$ cat config.mk
export PLATFORM = sky130hd
export DESIGN_NAME = count9_bcd_display
export DESIGN_NICKNAME = d
export VERILOG_FILES = /design/src/rtl/count9_pkg.sv /design/src/rtl/count9_bcd_display_seg7_decode.sv /design/src/rtl/count9_bcd_display.sv
export SDC_FILE = /design/constraint.sdc
export NUM_CORES = 1
export LEC_CHECK = 0
export BUFFER_PORTS_ARGS = -buffer_cell sky130_fd_sc_hd__buf_4
export CAP_MARGIN = 10
export CORE_ASPECT_RATIO = 0.75
export CORE_MARGIN = 2
export CORE_UTILIZATION = 55
export DETAILED_ROUTE_END_ITERATION = 16
export GPL_ROUTABILITY_DRIVEN = 0
export PLACE_DENSITY_LB_ADDON = 0.15
export SLEW_MARGIN = 20
export SYNTH_ARGS = -nofsm -noshare
export SYNTH_HDL_FRONTEND = slang
export SYNTH_SLANG_ARGS = --single-unit
$ cat constraint.sdc
create_clock -name clk -period 3.6 [get_ports clk]
set_input_delay 0.72 -clock clk [delete_from_list [all_inputs] [get_ports clk]]
set_output_delay 0.72 -clock clk [all_outputs]
set_load 0.02 [all_outputs]
$ cat src/rtl/count9_pkg.sv
// count9_pkg
// Shared types and constants for the count9 BCD display path: converter FSM
// states, conversion widths, and active-low seven-segment patterns
// ({g,f,e,d,c,b,a}, 0 = segment lit).
package count9_pkg;

  typedef enum logic [1:0] {
    IDLE = 2'd0,
    CONV = 2'd1,
    DONE = 2'd2
  } state_t;

  localparam int ITER_COUNT = 9;   // one shift per binary input bit
  localparam int ITER_W     = 4;
  localparam int BIN_W      = 9;
  localparam int BCD_W      = 12;
  localparam int SR_W       = BCD_W + BIN_W;

  localparam logic [6:0] SEG_BLANK = 7'b1111111;

  // Index i holds the pattern for decimal digit i.
  localparam logic [9:0][6:0] SEG_DIGIT = {
    7'b0010000,   // 9
    7'b0000000,   // 8
    7'b1111000,   // 7
    7'b0000010,   // 6
    7'b0010010,   // 5
    7'b0011001,   // 4
    7'b0110000,   // 3
    7'b0100100,   // 2
    7'b1111001,   // 1
    7'b1000000    // 0
  };

endpackage

$ cat src/rtl/count9_bcd_display_seg7_decode.sv
// seg7_decode
// Combinational nibble to active-low seven-segment decoder.
//   nibble : BCD digit to show (10..15 decode to blank)
//   blank  : force all segments off
//   seg    : {g,f,e,d,c,b,a}, active-low
module seg7_decode
  import count9_pkg::*;
(
  input  logic [3:0] nibble,
  input  logic       blank,
  output logic [6:0] seg
);

  always_comb begin
    seg = SEG_BLANK;
    if (!blank) begin
      for (int i = 0; i < 10; i++) begin
        if (nibble == 4'(i)) seg = SEG_DIGIT[i];
      end
    end
  end

endmodule

$ cat src/rtl/count9_bcd_display.sv
// count9_bcd_display
// Converts the 9-bit counter value to three BCD digits with a sequential
// shift-add-3 engine and scans them onto a 3-digit common-anode display.
//   clk   : system clock, rising edge
//   clr   : asynchronous active-high reset
//   count : binary value, sampled only when a load is accepted
//   load  : start a conversion (ignored unless idle)
//   busy  : conversion in progress
//   done  : one-cycle pulse when bcd updates
//   bcd   : {hundreds, tens, ones}
//   an    : active-low digit enables, bit0 = ones
//   seg   : active-low segments {g,f,e,d,c,b,a}
module count9_bcd_display
  import count9_pkg::*;
#(
  parameter int SCAN_DIV = 4,
  parameter bit BLANK_LZ = 1'b1
) (
  input  logic         clk,
  input  logic         clr,
  input  logic [8:0]   count,
  input  logic         load,
  output logic         busy,
  output logic         done,
  output logic [11:0]  bcd,
  output logic [2:0]   an,
  output logic [6:0]   seg
);

  localparam int SCAN_W = (SCAN_DIV > 1) ? $clog2(SCAN_DIV) : 1;

  state_t            state;
  logic [SR_W-1:0]   sr;
  logic [SR_W-1:0]   sr_adj;
  logic [ITER_W-1:0] iter;

  // Add 3 to every BCD nibble that is 5 or more, ahead of the shift.
  always_comb begin
    sr_adj = sr;
    for (int k = 0; k < 3; k++) begin
      if (sr[BIN_W + 4*k +: 4] >= 4'd5)
        sr_adj[BIN_W + 4*k +: 4] = sr[BIN_W + 4*k +: 4] + 4'd3;
    end
  end

  always_ff @(posedge clk or posedge clr) begin
    if (clr) begin
      state <= IDLE;
      sr    <= '0;
      iter  <= '0;
      busy  <= 1'b0;
      done  <= 1'b0;
      bcd   <= '0;
    end else begin
      done <= 1'b0;
      case (state)
        IDLE: begin
          if (load) begin
            sr    <= {{BCD_W{1'b0}}, count};
            iter  <= '0;
            busy  <= 1'b1;
            state <= CONV;
          end
        end
        CONV: begin
          sr <= {sr_adj[SR_W-2:0], 1'b0};
          if (iter == ITER_W'(ITER_COUNT - 1)) state <= DONE;
          else                                 iter  <= iter + 1'b1;
        end
        DONE: begin
          bcd   <= sr[SR_W-1 -: BCD_W];
          done  <= 1'b1;
          busy  <= 1'b0;
          state <= IDLE;
        end
        default: state <= IDLE;
      endcase
    end
  end

  // Free-running digit scanner.
  logic [SCAN_W-1:0] scan_cnt;
  logic [1:0]        digit_idx;

  always_ff @(posedge clk or posedge clr) begin
    if (clr) begin
      scan_cnt  <= '0;
      digit_idx <= 2'd0;
    end else if (scan_cnt == SCAN_W'(SCAN_DIV - 1)) begin
      scan_cnt  <= '0;
      digit_idx <= (digit_idx == 2'd2) ? 2'd0 : digit_idx + 2'd1;
    end else begin
      scan_cnt <= scan_cnt + 1'b1;
    end
  end

  assign an = ~(3'b001 << digit_idx);

  logic [3:0] nib;
  logic       blank;
  logic       hund_zero;
  logic       tens_zero;

  assign hund_zero = (bcd[11:8] == 4'd0);
  assign tens_zero = (bcd[7:4] == 4'd0);

  always_comb begin
    nib   = bcd[3:0];
    blank = 1'b0;
    case (digit_idx)
      2'd1: begin
        nib   = bcd[7:4];
        blank = BLANK_LZ && hund_zero && tens_zero;
      end
      2'd2: begin
        nib   = bcd[11:8];
        blank = BLANK_LZ && hund_zero;
      end
      default: ;
    endcase
  end

  seg7_decode u_seg7_decode (
    .nibble (nib),
    .blank  (blank),
    .seg    (seg)
  );

endmodule

# Word level (Yosys, flattened, before mapping)

Index checks and enable logic that the tools add are counted.
W data, S select, Z words.

Flip-flop bits (word level): 45
Latch bits: 0
RAM bits: 0
Memory bits (read-only): 0
Output and inout port bits: 24
Memories: 0

Add/sub/neg operators: 6
Multipliers: 0
Div/mod/pow operators: 0
Magnitude comparators: 3
Equality and inequality tests: 18
Shift operators: 1
Mux-type cells: 29
Bitwise logic cells: 1
Reduce and logical (&&, ||, !) cells: 11

Operators with widths:

| operator              | number |
|---|---|
| $mux W7               | 9 |
| $pmux W21 S2          | 1 |
| $mux W21              | 1 |
| $eq A4 B3 Y1 const B  | 4 |
| $mux W4               | 4 |
| $pmux W4 S2           | 2 |
| $eq A4 B4 Y1 const B  | 3 |
| $ge A4 B3 Y1 const B  | 3 |
| $logic_not A4 Y1      | 3 |
| $mux W6               | 2 |
| $add A4 B2 Y4 const B | 2 |
| $eq A4 B2 Y1 const B  | 2 |
| $mux W2               | 4 |
| $eq A2 B2 Y1 const B  | 3 |
| $ne A2 B2 Y1 const B  | 3 |
| $reduce_and A2 Y1     | 3 |
| $add A2 B1 Y2 const B | 2 |
| $add A4 B1 Y4 const B | 1 |
| $eq A2 B1 Y1 const B  | 2 |
| $eq A4 B1 Y1 const B  | 1 |
| $pmux W1 S2           | 2 |
| $pmux W2 S2           | 1 |
| $reduce_bool A2 Y1    | 2 |
| $add A3 B2 Y3 const B | 1 |
| other kinds (7)       | 8 |

# Longest topological paths before layout

Word-level depth: 14
Gate-level depth with buffers: 8

# Cells and area by module

A second synthesis with hierarchy kept.

Cells, all modules: 253
Area, all modules: 2,454.9 um2

Modules (own cells, without submodules):

| module             | times used | cells each | area each (um2) |
|---|---|---|---|
| count9_bcd_display | 1          | 224        | 2,255.9 |
| seg7_decode        | 1          | 29         | 198.9 |

# Least setup slack after synthesis

Ideal clock, no wire load.

Path type: flip-flop to output port
Start: register digit_idx[0]
End: output port seg[3]
Arrival time: 1.915 ns
Data required time: 2.880 ns
Setup slack: 0.965 ns
Stages on the path, launching flop included: 8
Path buffers: 1
Path through: dfrtp_1 > inv_1 > ha_1 > or4b_1 > or3_1 > buf_2 > o211a_1 > o21ai_0

Longest elaborated chain between the ends: 14
Elaborated cells on any way between the ends: 25

RTL lines:

| what                                                | RTL line                             | source |
|---|---|---|
| start, declared                                     | count9_bcd_display.sv:83             | `logic [1:0] digit_idx;` |
| start signal, assigned                              | count9_bcd_display.sv:91             | `digit_idx <= (digit_idx == 2'd2) ? 2'd0 : digit_idx + 2'd1;` |
| $eq A2 B2 Y1 / $eq A2 B1 Y1 (equally long branches) | count9_bcd_display.sv:110            | `case (digit_idx)` |
| $pmux W4 S2                                         | count9_bcd_display.sv:110            |  |
| $logic_not A4 Y1                                    | count9_bcd_display_seg7_decode.sv:18 | `if (nibble == 4'(i)) seg = SEG_DIGIT[i];` |
| $mux W6 (2 in a row)                                | count9_bcd_display_seg7_decode.sv:18 |  |
| $mux W7 (8 in a row)                                | count9_bcd_display_seg7_decode.sv:18 |  |
| $mux W7 (*)                                         | count9_bcd_display_seg7_decode.sv:16 | `if (!blank) begin` |
| end, declared                                       | count9_bcd_display.sv:27             | `output logic [6:0] seg` |

Every way passes the cells marked *; elsewhere a longest branch is shown, timed or not.

# Worst setup path after layout

Start: register digit_idx[0]
End: output port seg[6]

Longest elaborated chain between the ends: 12
Elaborated cells on any way between the ends: 21

RTL lines:

| what                                                | RTL line |
|---|---|
| $eq A2 B2 Y1 / $eq A2 B1 Y1 (equally long branches) | count9_bcd_display.sv:110 |
| $pmux W4 S2                                         | count9_bcd_display.sv:110 |
| $eq A4 B2 Y1                                        | count9_bcd_display_seg7_decode.sv:18 |
| $mux W7 (8 in a row)                                | count9_bcd_display_seg7_decode.sv:18 |
| $mux W7 (*)                                         | count9_bcd_display_seg7_decode.sv:16 |

Marks and branches as above.

==> flow_summary_export.csv <==
group,metric,value,unit
finish,drive_gt1_share,21.2,%
die,ios,36,
route,drtPass1Iterations,4,
setup_path,cp-end-kind,"primary output",
synth,async_flop_share,100,%
finish,final_common_cell,"dfrtp_1",
finish,n_fill_cell,360,
setup_path,critPathKind,"reg -> out",
setup_path,cp-start-kind,"flip-flop",
placed_design,post-place-ws,0.700,ns
timing,fin_ws,0.371,ns
synth,synthTopCellsByArea,"dfrtp_1 48%, ha_1 7.5%, o21ai_0 5.8%, mux2_2 5.8%, nand2_1 4.8%",
die,die_h,60.3,um
setup_path,crit_chain,"inv_1 > ha_1 > or4b_1 > or3_1 > o211a_1 > o21ai_0 > buf_4",
synth,ys_types,34,
clock_network,cts_buffers,5,
timing,worstMarginPinSlew,0.941,ns
clock_network,root_buffer,"clkbuf_8",
setup_path,worstPathRequired,2.88,ns
global_route,first_global_vias,1597,
synth,synth-seq-cells,45,
synth,ys_seq_area_share,48.4,%
synth,synthCells,237,
timing,period_share,89.7,%
die,die_w,79.1,um
global_route,grt_max_degree,25,
die,rows,20,
timing,final-hold-violation-count,0,
clock_network,ctsHoldBuffers,0,
placed_design,io_buffers,35,
clock_network,clkSinkCount,45,
run,max_cap_violations,0,
synth,syn_area,2330,um2
synth,synth_top_area_share,48.4,%
synth,synth_largest_area_cell,"dfrtp_1",
timing,rsz0062_at_grt,"false",
finish,antenna_cells,0,
clock_network,cts_setup_buffers,0,
timing,slew_violations,0,
clock_network,clk_pin_slew,0.08,ns
setup_path,max_stage_delay,0.49,ns
clock_network,post_cts_resized,0,
setup_path,cp_slowest_cell,"ha_1",
timing,period_needed,3.23,ns
pwr,powerDensity,823,nW/um2
clock_network,htreeDepth,2,
placed_design,dp_hpwl,3370,um
global_route,grtUsageTotal,20.8,%
setup_path,crit_arrival,2.51,ns
global_route,grt_pass1_wl,7620,um
clock_network,cts_tree,"built",
pwr,ir_drop,0.480,mV
route,ant_nets,0,
synth,synth_nets,263,
timing,setup_violations,0,
route,vias,1784,
pwr,power_leakage,1.31,nW
global_route,antenna_found_initial,0,
route,routedWlPerCell,13.7,um
route,drt_iter0_drc,148,
timing,finalSetupTns,0,ns
synth,synth_flop_cell,"dfrtp_1",
clock_network,clk-insertion-delay-late,0.29,ns
timing,skew,0.00409,ns
setup_path,path_buf_inv,2,
synth,yosys_warnings,0,
route,via_per_inst,5.44,
setup_path,r2r_start,"state[0]",
setup_path,path_delay_family,"simple AND/OR/NAND/NOR gates",
global_route,grt_overflow,0,
clock_network,clockBufferDepth,2,
synth,syn_area_per_cell,9.81,um2
setup_path,crit_fanout,12,
route,drc,0,
hold_path,hp-start,"scan_cnt[0]",
hold_path,hp-class,"reg -> reg",
timing,fin_hold_ws,0.429,ns
run_status,status,"finished clean",
die,start_util,57.4,%
setup_path,crit_start,"digit_idx[0]",
die,dieArea,4770,um2
synth,synth_enable_flop_cells,0,
finish,final_cell_mix,"45 x dfrtp_1, 37 x buf_4, 30 x nand2_1, 27 x o21ai_0",
finish,layout.nets,298,
finish,syn_to_final_growth,16.8,%
die,core-area,4050,um2
timing,clock.fmax,0.310,GHz
timing,relSlewSlack,37.2,%
route,drt_wl_total,4490,um
power by group:
part / internal (mW) / switching [mW]
Combinational: 0.471 / 0.620
Sequential: 0.687 / 0.166
Clock: 0.134 / 0.158
cells by family (layout without fill, tap and decap cells):
group | Yosys count | in the layout | share of synthesized area, %
AO/OA/AOI/OAI | 60 | 60 | 15.1
multiplexers | 20 | 20 | 9.25
flip-flops | 45 | 45 | 48.4
buffers and inverters | 25 | 61 | 4.36
AND/OR/NAND/NOR | 66 | 66 | 12.7
XOR/XNOR | 7 | 7 | 2.64
adder cells (fa/ha/maj) | 14 | 14 | 7.53
per-stage QoR:
| step | cells | total power [mW] | instance area (um2) | util [%] |
|---|---|---|---|---|
| detailed placement | 320 | 1.96 | 2630 | 65.0 |
| global placement | 320 | 1.92 | 2630 | 64.9 |
| floorplan | 237 | 1.58 | 2330 | - |
| CTS | 328 | 2.25 | 2720 | 67.0 |
| finish | 328 | 2.24 | 2720 | 67.0 |
| global route | 328 | 2.43 | 2720 | 67.0 |
cell usage after synthesis (3+ instances only):
library cell and number:
xnor2_1 3, a22oi_1 4, mux2i_1 8, a21o_1 3, clkbuf_1 5, xor2_1 4, nor2_1 15, inv_1 16
a21oi_1 15, ha_1 14, nand2_1 30, dfrtp_1 45, nand3_1 5, buf_2 3, o21ai_0 27, nand2b_1 4
mux2_2 12, nor3_1 3
sequential cells by signal (all words and copies together) (netlist names):
| name | flops |
|---|---|
| bcd | 12 |
| busy | 1 |
| digit_idx | 2 |
| done | 1 |
| iter | 4 |
| scan_cnt | 2 |
| sr | 21 |
| state | 2 |
worst register-to-register path: cells and delay by family (launching register included):
family | cells | cell delay, ns
buf+inv | 1 | 0.34
simple gates | 1 | 0.07
flops | 1 | 0.43
compound gates | 2 | 0.82
per-layer routing:
layer,vias to the layer above,GRT usage [%],wire length (um)
met5,-,0,0
met4,0,5.91,46
met3,6,5.14,163
met2,30,30.9,2040
met1,863,30.8,2240
li1,885,-,-
path summary, 6_finish.rpt:
kind                            cells past startpoint  slack [ns]          end
worst max-delay path                                7        0.37       seg[6]
worst min-delay path                                1        0.43  scan_cnt[0]
worst max register to register                      4        1.85       sr[19]
worst min register to register                      1        0.43  scan_cnt[0]
max in group asynchronous                           3        2.41        sr[1]
min in group asynchronous                           2        0.47  scan_cnt[1]
cell type report:
| cell class | instances | area (um2) | share of cell area, % |
|---|---|---|---|
| Sequential cell | 45 | 1130 | 41.5 |
| Clock inverter | 2 | 10.0 | 0.368 |
| Clock buffer | 6 | 72.6 | 2.67 |
| Tap cell | 55 | 68.8 | 2.53 |
| Inverter | 16 | 60.1 | 2.21 |
| Multi-Input combinational cell | 167 | 1100 | 40.5 |
| Timing Repair Buffer | 37 | 278 | 10.2 |
(Power assumes the default switching activity.)
